**src/rtl/encoder83.sv**
```systemverilog
// 8-to-3 priority encoder with registered index, any-request and multi-request flags.
// Bit 7 has the highest priority; outputs appear one enabled clock after the sample.
module encoder83 (
    input  logic       clk,
    input  logic       rst,
    input  logic       iEn,
    input  logic [7:0] iData,
    output logic [2:0] oData,
    output logic       oValid,
    output logic       oMulti
);

    // Highest-numbered set bit; an all-zero vector maps to 0 and is qualified by the valid flag.
    function automatic logic [2:0] prio_idx(input logic [7:0] req);
        logic [2:0] idx;
        idx = 3'd0;
        for (int n = 0; n < 8; n++) begin
            if (req[n]) begin
                idx = 3'(n);
            end
        end
        return idx;
    endfunction

    // Clearing the lowest set bit leaves something only if two or more bits were set.
    function automatic logic has_multi(input logic [7:0] req);
        return (req & (req - 8'd1)) != 8'd0;
    endfunction

    logic [2:0] idx_p0;
    logic       vld_p0;
    logic       multi_p0;

    logic [2:0] idx_p1;
    logic       vld_p1;
    logic       multi_p1;

    always_comb begin
        idx_p0   = prio_idx(iData);
        vld_p0   = |iData;
        multi_p0 = has_multi(iData);
    end

    // p0 -> p1: sample on enabled edges; reset clears index and flags without a clock.
    always_ff @(posedge clk or posedge rst) begin
        if (rst) begin
            idx_p1   <= 3'd0;
            vld_p1   <= 1'b0;
            multi_p1 <= 1'b0;
        end else if (iEn) begin
            idx_p1   <= idx_p0;
            vld_p1   <= vld_p0;
            multi_p1 <= multi_p0;
        end
    end

    assign oData  = idx_p1;
    assign oValid = vld_p1;
    assign oMulti = multi_p1;

endmodule

```
**config.mk**
```make
export PLATFORM = sky130hd
export DESIGN_NAME = encoder83
export DESIGN_NICKNAME = d
export VERILOG_FILES = /design/src/rtl/encoder83.sv
export SDC_FILE = /design/constraint.sdc
export NUM_CORES = 1
export LEC_CHECK = 0
export BUFFER_PORTS_ARGS = -buffer_cell sky130_fd_sc_hd__buf_2
export CORE_AREA = 5 5 42 44
export DETAILED_ROUTE_END_ITERATION = 7
export DIE_AREA = 0 0 47 49
export PLACE_DENSITY = 0.44
export SETUP_SLACK_MARGIN = 0.15
export SLEW_MARGIN = 20
export SYNTH_ARGS = -nofsm -noshare
export SYNTH_HDL_FRONTEND = slang
export SYNTH_SLANG_ARGS = --single-unit
export TNS_END_PERCENT = 5
```
**constraint.sdc**
```tcl
create_clock -name clk -period 1.2 [get_ports clk]
set_clock_uncertainty 0.1 [all_clocks]
set_input_delay 0.24 -clock clk [delete_from_list [all_inputs] [get_ports clk]]
set_output_delay 0.24 -clock clk [all_outputs]
set_load 0.005 [all_outputs]
```
### Word level (Yosys, flattened, before mapping)

Cells that the tools add are included.

* register bits after elaboration: 5
* output and inout port bits: 5

* add/subtract/negate cells: 1
* multiplexer cells: 7
* bitwise logic cells: 1
* reduce and logical (&&, ||, !) cells: 2

Operator list (number)
* 3-bit two-way mux: 6
* 8-bit bitwise AND: 1
* 8-bit nonzero test: 1
* 8-bit OR reduction: 1
* 8-bit by 1-bit subtractor with 8-bit output (second input constant): 1
* 1-bit two-way mux: 1

### Logic depth before layout (Yosys ltp)

Gate-level depths: netlist of run 1.

* depth in word-level cells: 7
* depth in mapped cells: 4
* gate-level depth less buffers: 4

### Worst setup path before layout of run 1

Ideal clock, no wire load.

* path type: input to register
* start point: input iData[1]
* end point: register multi_p1, in the netlist oMulti
* arrival time: 833 ps
* data required time: 963 ps
* slack: 130 ps
* stages: 4
* buffers on the path: 0
* cell sequence: nor4_4 -> o211ai_1 -> a21oi_1 -> a21oi_1

* word-level cells in the longest chain between the ends: 3

Ends and longest elaborated chain
* start: declaration: line 7 `input logic [7:0] iData,`
* 8-bit by 1-bit subtractor with 8-bit output: line 27 `return (req & (req - 8'd1)) != 8'd0;`
* 8-bit bitwise AND *: line 27
* 8-bit nonzero test *: line 27
* end signal: assignment: line 53 `multi_p1 <= multi_p0;`
* end: declaration: line 36 `logic multi_p1;`

Every way passes the cells marked *; elsewhere a longest branch is shown, timed or not.
A chain may end at the register's enable or synchronous reset.

### Worst setup path after layout of run 1

* start point: register vld_p1, in the netlist oValid
* end point: output oValid

RTL lines
* start: declaration: line 35 `logic vld_p1;`
* start signal: assignment: line 52 `vld_p1 <= vld_p0;`
* end: declaration: line 9 `output logic oValid,`

No word-level cell between the ends.

==> impl_metrics.env, run 1 <==
export IMPL_status="finished clean"
export IMPL_grt_max_degree=11
export IMPL_crit_fanout=2
export IMPL_nets=72
export IMPL_period_share=0.8960
export IMPL_finalHoldViolCount=0
export IMPL_final_common_cell="buf_2"
export IMPL_slowest_stage="dfrtp_1"
export IMPL_synth_cell_types=14
export IMPL_cp_top_family="flip-flops"
export IMPL_clk_pin_slew_ns=0.05
export IMPL_grt_pass1_wl_um=1235
export IMPL_critical_path_max_stage_delay_ns=0.37
export IMPL_rsz0062_at_grt="yes"
export IMPL_ios=16
export IMPL_finalCriticalPeriod_ns=1.075
export IMPL_cts_buffers=3
export IMPL_ir_drop_uv=210.4
export IMPL_placed_area_um2=402.9
export IMPL_r2r_start="oData[1]$_DFFE_PP0P_"
export IMPL_hp_class="in -> reg"
export IMPL_place_congestion=0.7525
export IMPL_cts_sinks=5
export IMPL_dr_pass1_iters=4
export IMPL_worst_path_buf_inv=1
export IMPL_final_area_um2=467.9
export IMPL_synth_warnings=0
export IMPL_row_count=14
export IMPL_crit_cells=1
export IMPL_syn_avg_cell_area_um2=8.258
export IMPL_initial_core_util=0.2062
export IMPL_cts_root_buf="clkbuf_4"
export IMPL_drtIter0Drc=2
export IMPL_area_growth_pct=61.90
export IMPL_syn_area_um2=289.0
export IMPL_clk_path_buf_depth=2
export IMPL_path_cells="buf_2"
export IMPL_final_core_util=0.3339
export IMPL_power_leakage_uw=0.0002042
export IMPL_critPathLaunch="oValid$_DFFE_PP0P_"
export IMPL_timing_hold_ws_ns=0.1973
export IMPL_grt_overflow=0
export IMPL_setup_viol=0
export IMPL_syn_num_nets=46
export IMPL_num_antenna_cells=0
export IMPL_final_cells=76
export IMPL_grt_pass1_vias=321
export IMPL_dp_cells=68
export IMPL_via_per_inst=4.566
export IMPL_wl_um=758
export IMPL_r2r_setup_slack_ns=0.36
export IMPL_cp_start_kind="flop"
export IMPL_seq_area_frac_synth=0.4329
export IMPL_die_w_um=47
export IMPL_critPathKind="reg -> out"
export IMPL_max_freq_mhz=930.1
export IMPL_num_vias=347
export IMPL_relSlewSlack=0.7501
export IMPL_setup_worst_path_end="oValid"
export IMPL_core_um2=1401
export IMPL_wl_per_cell_um=9.974
export IMPL_antenna_found_initial=0
export IMPL_timing_rr_end="oData[1]$_DFFE_PP0P_"
export IMPL_dieArea_um2=2303
export IMPL_worst_slew_pin_slew_ns=0.3714
export IMPL_arrival_ns=0.74
export IMPL_numPortBuffers=15
export IMPL_ant_nets=0
export IMPL_grt_usage=0.07475
export IMPL_cp_end_kind="output port"
export IMPL_drc=0
export IMPL_most_common_layout_cells="14 x buf_2, 7 x nor2_1, 6 x buf_4, 5 x dfrtp_1"
export IMPL_cts_htree_levels=1
export IMPL_drv_cap=0
export IMPL_drv_slew=0
export IMPL_drive_gt1_frac=0.4167
export IMPL_cp_data_required_time_ns=0.86
export IMPL_min_from="iData[7]"
export IMPL_yosys_register_bits=5
export IMPL_cts_tree="yes"
export IMPL_syn_inst=35
export IMPL_r2r_cells=3
export IMPL_die_y_um=49
export IMPL_powerDensity_nw_per_um2=997.0
export IMPL_clk_insertion_delay_late_ns=0.24
==> metrics by stage <==
stage	setup WS, ns	setup TNS [ns]	power (uW)
final	0.1248	0	466.5
after floorplan	0.1322	0	214.2
after CTS	0.1107	0	471.0
after detailed placement	-0.08682	-0.08682	263.7
after global placement	-0.04305	-0.04500	264.9
after global routing	0.08897	0	499.1
==> synth_stat cells <==
cell type / count / area share
nor4_1: 1 / 0.022
nand2b_1: 1 / 0.022
nor2_1: 7 / 0.091
inv_1: 4 / 0.052
o21ai_0: 1 / 0.017
o211ai_1: 1 / 0.026
a211oi_1: 2 / 0.052
a31oi_1: 3 / 0.065
a21oi_1: 4 / 0.069
clkbuf_1: 1 / 0.013
o21ai_1: 3 / 0.052
dfrtp_1: 5 / 0.43
nand2_1: 1 / 0.013
nor4_4: 1 / 0.074
==> final cells by class <==
class	instances	area (um^2)
inverter	4	15.01
timing repair buffer	22	136.4
tap	16	20.02
sequential	5	125.1
fill	176	933.4
multi-input combinational	25	145.1
clock buffer	4	26.28
==> cell families (layout without fill, tap and decap cells) <==
kind of cell | count (synthesis) | in the layout | synth area share
AOI/OAI and AO/OA | 14 | 14 | 0.2814
buffers and inverters | 5 | 30 | 0.06491
DFF | 5 | 5 | 0.4329
and+or+nand+nor | 11 | 11 | 0.2208
==> report_power, final <==
part           internal (uW)  switching [uW]
logic                   48.0            44.5
clock network            126            67.5
registers                177            3.76
==> routing by layer <==
| layer | global-route usage | share of wire | up-vias |
|---|---|---|---|
| met5 | 0 | 0 | - |
| met4 | 0.06912 | 0.0053 | 0 |
| met3 | 0.01845 | 0.14 | 2 |
| met2 | 0.1109 | 0.46 | 13 |
| met1 | 0.08168 | 0.40 | 158 |
| li1 | - | - | 174 |
==> state kept, by name (all words and copies together), names as in the netlist <==
name    flops
oMulti      1
oData       3
oValid      1
==> how the worst min path moves through the flow <==
stage	to	slack (ns)	cells after the start
6_report	oData[0]$_DFFE_PP0P_	0.20	3
5_1_grt	oData[0]$_DFFE_PP0P_	0.21	3
4_1_cts	oData[0]$_DFFE_PP0P_	0.19	3
3_5_place_dp	oData[1]$_DFFE_PP0P_	0.04	2
3_3_place_gp	oData[1]$_DFFE_PP0P_	0.05	2
2_1_floorplan	oData[0]$_DFFE_PP0P_	-0.08	1
==> what timing repair did <==
| item | 4_1_cts | 5_1_grt |
|---|---|---|
| endpoints found under the hold margin | 5 | 0 |
| setup endpoints to repair | 5 | 6 |
| hold buffers | 1 | 0 |
| pin swaps | 0 | 4 |
| resized for setup | 0 | 2 |
| setup buffers | 1 | 2 |
No activity file was read; power rests on OpenSTA's default activity.
==> run 2, diff against run 1 <==
- PLACE_DENSITY: 0.44 -> not set
- PLACE_DENSITY_LB_ADDON: not set -> 0.3
==> impl_metrics.env, run 2 (same netlist as run 1, synthesis figures left out) <==
export IMPL_globalRoute_busiestLayer="met4"
export IMPL_setup_worst_path_end="oData[0]"
export IMPL_path_cells="buf_2"
export IMPL_drive_gt1_frac=0.4068
export IMPL_worst_slack_ns=0.1201
export IMPL_clk_pin_slew_ns=0.04
export IMPL_core_um2=1401
export IMPL_final_area_um2=454.2
export IMPL_num_vias=325
export IMPL_row_count=14
export IMPL_grt_max_degree=11
export IMPL_met2_usage=0.08824
export IMPL_crit_cells=1
export IMPL_critPathKind="reg -> out"
export IMPL_use_met3=0.01476
export IMPL_most_common_layout_cells="15 x buf_2, 7 x nor2_1, 5 x dfrtp_1, 5 x buf_4"
export IMPL_cts_tree="yes"
export IMPL_grt_pass1_vias=289
export IMPL_cts_htree_levels=1
export IMPL_die_w_um=47
export IMPL_cp_end_kind="output port"
export IMPL_setup_viol=0
export IMPL_final_core_util=0.3241
export IMPL_grt_overflow=0
export IMPL_hp_class="in -> reg"
export IMPL_pwr_share_comb=0.184
export IMPL_final_common_cell="buf_2"
export IMPL_status="finished clean"
export IMPL_min_path_cells=3
export IMPL_placed_area_um2=402.9
export IMPL_cellInternalPower_uw=343.2
export IMPL_dr_pass1_iters=6
export IMPL_dieArea_um2=2303
export IMPL_critPathLaunch="oData[0]$_DFFE_PP0P_"
export IMPL_place_congestion=0.7288
export IMPL_finalCriticalPeriod_ns=1.080
export IMPL_cts_root_buf="clkbuf_4"
export IMPL_cts_buffers=3
export IMPL_clk_insertion_delay_late_ns=0.24
export IMPL_critical_path_max_stage_delay_ns=0.37
export IMPL_largest_reg_flops=3
export IMPL_area_growth_pct=57.14
export IMPL_worst_path_buf_inv=1
export IMPL_numPortBuffers=15
export IMPL_drv_slew=0
export IMPL_r2r_start="oValid$_DFFE_PP0P_"
export IMPL_relSlewSlack=0.7331
export IMPL_clockPowerShare=0.419
export IMPL_via_per_inst=4.333
export IMPL_dp_hpwl_um=594.7
export IMPL_cp_data_required_time_ns=0.86
export IMPL_timing_rr_end="oValid$_DFFE_PP0P_"
export IMPL_rsz0062_at_grt="yes"
export IMPL_setup_tns_final_ns=0
export IMPL_arrival_ns=0.74
export IMPL_post_place_ws_ns=-0.04539
export IMPL_drtIter0Drc=3
export IMPL_netSwitchingPower_uw=113.2
export IMPL_die_y_um=49
export IMPL_crit_fanout=2
export IMPL_nets=71
export IMPL_wl_um=752
export IMPL_max_freq_mhz=926.0
export IMPL_worst_slew_pin_slew_ns=0.3966
export IMPL_antenna_found_initial=0
export IMPL_grt_usage=0.07926
export IMPL_grt_pass1_wl_um=1173
export IMPL_clk_path_buf_depth=2
export IMPL_wl_per_cell_um=10.03
export IMPL_num_antenna_cells=0
export IMPL_ir_drop_uv=270.4
export IMPL_slowest_stage="dfrtp_1"
export IMPL_grt_use_met1=0.09375
export IMPL_cts_sinks=5
export IMPL_cp_top_family="flip-flops"
export IMPL_powerDensity_nw_per_um2=1005
export IMPL_p_seq_frac=0.397
export IMPL_finalHoldViolCount=0
export IMPL_cp_start_kind="flop"
export IMPL_drv_cap=0
export IMPL_switching_share=0.2481
export IMPL_ant_nets=0
export IMPL_final_cells=75
export IMPL_ios=16
export IMPL_period_share=0.8999
export IMPL_power_leakage_uw=0.0001968
export IMPL_initial_core_util=0.2062
export IMPL_dp_cells=68
export IMPL_drc=0
export IMPL_r2r_setup_slack_ns=0.36
export IMPL_r2r_cells=3
[run 2: power by group through the flow]
stage	clock network [uW]	logic, uW	registers, uW
2_1_floorplan	0	29.9	184
5_1_grt	204	95.2	182
6_report	191	84.1	181
4_1_cts	200	84.8	181
3_5_place_dp	0	78.4	184
3_3_place_gp	0	78.8	183
[run 2: metal layers]
layer / part of all wire / up-vias / wire length, um
met1: 0.45 / 131 / 335
met5: 0 / - / 0
li1: - / 173 / -
met3: 0.12 / 4 / 89
met4: 0.077 / 0 / 58
met2: 0.36 / 17 / 268
[run 2: worst min-delay path by stage]
stage | from | end | slack, ns
finish | iData[7] | oData[0]$_DFFE_PP0P_ | 0.20
global route | iData[7] | oData[0]$_DFFE_PP0P_ | 0.23
CTS | iData[7] | oData[0]$_DFFE_PP0P_ | 0.19
global placement | rst | oValid$_DFFE_PP0P_ | 0.05
floorplan | rst | oData[0]$_DFFE_PP0P_ | -0.08
detailed placement | rst | oData[2]$_DFFE_PP0P_ | 0.04
[run 2: cell type report]
| cell class | count | area (um^2) |
|---|---|---|
| Fill cell | 169 | 947.2 |
| Multi-Input combinational cell | 25 | 145.1 |
| Sequential cell | 5 | 125.1 |
| Timing Repair Buffer | 21 | 122.6 |
| Clock buffer | 4 | 26.28 |
| Tap cell | 16 | 20.02 |
| Inverter | 4 | 15.01 |
[run 2: what timing repair did]
action                     in CTS  in global routing
setup buffers                   1                  1
resized for setup               0                  0
hold buffers                    1                  0
hold endpoints to repair        5                  0
setup endpoints to repair       5                  6
[run 2: per-stage QoR]
| step | hold slack [ns] | total power, uW |
|---|---|---|
| 6_report | 0.1955 | 456.5 |
| 5_1_grt | 0.2329 | 481.8 |
| 4_1_cts | 0.1918 | 466.4 |
| 3_5_place_dp | 0.04000 | 262.3 |
| 3_3_place_gp | 0.04574 | 261.9 |
| 2_1_floorplan | -0.08148 | 214.2 |
==> run 3, diff against run 2 <==
- ABC_AREA: not set -> 1
==> impl_metrics.env, run 3 <==
export IMPL_status="finished clean"
export IMPL_grt_usage=0.07486
export IMPL_r2r_cells=2
export IMPL_wl_um=755
export IMPL_cts_resized=0
export IMPL_hold_end="oData[0]$_DFFE_PP0P_"
export IMPL_ys_flop_type="dfrtp_1"
export IMPL_min_path_cells=4
export IMPL_finalHoldViolCount=0
export IMPL_final_core_util=0.3214
export IMPL_drtIter0Drc=6
export IMPL_syn_num_nets=65
export IMPL_cts_root_buf="clkbuf_4"
export IMPL_synth_most_common_cell="nand2_1"
export IMPL_cp_top_family="flip-flops"
export IMPL_critical_path_max_stage_delay_ns=0.37
export IMPL_min_from="iData[6]"
export IMPL_area_growth_pct=37.93
export IMPL_syn_area_um2=326.6
export IMPL_drv_cap=0
export IMPL_synth_warnings=0
export IMPL_arrival_ns=0.74
export IMPL_worst_slew_pin_slew_ns=0.1871
export IMPL_cp_data_required_time_ns=0.86
export IMPL_critPathKind="reg -> out"
export IMPL_r2r_start="oMulti$_DFFE_PP0P_"
export IMPL_clk_path_buf_depth=2
export IMPL_core_um2=1401
export IMPL_final_area_um2=450.4
export IMPL_num_vias=366
export IMPL_most_common_layout_cells="16 x nand2_1, 15 x nor2_1, 15 x buf_2, 10 x inv_1, 5 x dfrtp_1"
export IMPL_powerDensity_nw_per_um2=1009
export IMPL_grt_pass1_vias=292
export IMPL_synth_top_cell_by_area="dfrtp_1"
export IMPL_dp_cells=84
export IMPL_syn_avg_cell_area_um2=6.047
export IMPL_cp_end_kind="output port"
export IMPL_cp_start_kind="flop"
export IMPL_route_met2_wl_um=345
export IMPL_placed_area_um2=414.1
export IMPL_hp_class="in -> reg"
export IMPL_die_w_um=47
export IMPL_place_congestion=0.6923
export IMPL_wl_per_cell_um=8.483
export IMPL_setup_viol=0
export IMPL_cts_sinks=5
export IMPL_ant_nets=0
export IMPL_dr_pass1_iters=2
export IMPL_power_leakage_uw=0.0002409
export IMPL_synth_edf_count=0
export IMPL_numPortBuffers=15
export IMPL_period_share=0.8971
export IMPL_fillCellCount=168
export IMPL_nets=85
export IMPL_synth_cell_types=9
export IMPL_initial_core_util=0.2330
export IMPL_finalCriticalPeriod_ns=1.076
export IMPL_row_count=14
export IMPL_yosys_register_bits=5
export IMPL_timing_hold_ws_ns=0.1830
export IMPL_top_layer="met4"
export IMPL_slowest_stage="dfrtp_1"
export IMPL_cts_buffers=3
export IMPL_drv_slew=0
export IMPL_met1_length_um=309
export IMPL_drive_gt1_frac=0.2877
export IMPL_cts_setup_buffers=0
export IMPL_final_cells=89
export IMPL_ir_drop_uv=527.2
export IMPL_die_y_um=49
export IMPL_dp_hpwl_um=622.8
export IMPL_async_flop_share=1.000
export IMPL_cts_tree="yes"
export IMPL_max_freq_mhz=929.0
export IMPL_largest_reg_flops=3
export IMPL_via_per_inst=4.112
export IMPL_antenna_found_initial=0
export IMPL_clk_pin_slew_ns=0.04
export IMPL_final_common_cell="nand2_1"
export IMPL_grt_overflow=0
export IMPL_relSlewSlack=0.8751
export IMPL_synthTopCellsByArea="dfrtp_1 38%, nand2_1 18%, nor2_1 17%, inv_1 11%, nor2_2 5.7%"
export IMPL_wl_met3_um=93
export IMPL_worst_path_buf_inv=1
export IMPL_synth_top_cells_by_count="16 x nand2_1, 15 x nor2_1, 10 x inv_1, 5 x dfrtp_1, 3 x nor2_2"
export IMPL_ios=16
export IMPL_clk_insertion_delay_late_ns=0.24
export IMPL_rsz0062_at_grt="yes"
export IMPL_crit_fanout=2
export IMPL_num_antenna_cells=0
export IMPL_drc=0
export IMPL_setup_tns_final_ns=0
export IMPL_synth_top_cell_area_share=0.3831
export IMPL_dieArea_um2=2303
export IMPL_timing_rr_end="oMulti$_DFFE_PP0P_"
export IMPL_cts_htree_levels=1
export IMPL_path_cells="buf_2"
export IMPL_grt_max_degree=9
export IMPL_grt_pass1_wl_um=1214
export IMPL_seq_area_frac_synth=0.3831
export IMPL_syn_inst=54
export IMPL_r2r_setup_slack_ns=0.47
==> run 3: power by group <==
group          total, uW  switching (uW)  internal, uW  leakage (uW)
Sequential           180            3.17           177     0.0000472
Combinational       80.6            45.6          35.0      0.000179
Clock                194            68.0           126     0.0000150
Total                454             117           338      0.000241
==> run 3: timing repair <==
action                                  4_1_cts  5_1_grt
endpoints found under the setup margin        5        5
endpoints found under the hold margin         5        0
hold buffers                                  1        0
==> run 3: logic make-up (layout without fill, tap and decap cells) <==
| kind of cell | Yosys count | in the layout | share of synthesized area |
|---|---|---|---|
| simple gates | 35 | 35 | 0.4291 |
| buf+inv | 11 | 30 | 0.1380 |
| flops | 5 | 5 | 0.3831 |
| compound gates | 3 | 3 | 0.04982 |
==> run 3: stage by stage <==
| stage | worst slack (ns) | power (uW) |
|---|---|---|
| after detailed placement | 0.1285 | 262.0 |
| after global routing | 0.08383 | 499.7 |
| after global placement | 0.1343 | 260.9 |
| final | 0.1235 | 454.4 |
| after floorplan | 0.3070 | 225.7 |
| after CTS | 0.1053 | 468.7 |
==> run 3: how the worst max path moves through the flow <==
stage / slack (ns) / start / cells past startpoint / to
after global placement: 0.13 / iData[4] / 5 / oValid$_DFFE_PP0P_
after CTS: 0.11 / oMulti$_DFFE_PP0P_ / 1 / oMulti
after detailed placement: 0.13 / iData[1] / 7 / oMulti$_DFFE_PP0P_
final: 0.12 / oMulti$_DFFE_PP0P_ / 1 / oMulti
after global routing: 0.08 / oData[1]$_DFFE_PP0P_ / 1 / oData[1]
after floorplan: 0.31 / iEn / 6 / oMulti$_DFFE_PP0P_
==> run 3: final cells by class <==
cell class,count,area (um^2),area share
Clock buffer,4,26.28,0.05833
Tap cell,16,20.02,0.04444
Multi-Input combinational cell,38,156.4,0.3472
Sequential cell,5,125.1,0.2778
Timing Repair Buffer,16,85.08,0.1889
Inverter,10,37.54,0.08333
==> run 3: metal layers <==
metal  track usage  vias up
met1       0.09534      157
met3       0.05535        2
met4       0.02765        0
li1              -      194
met5             0        -
met2       0.09502       13
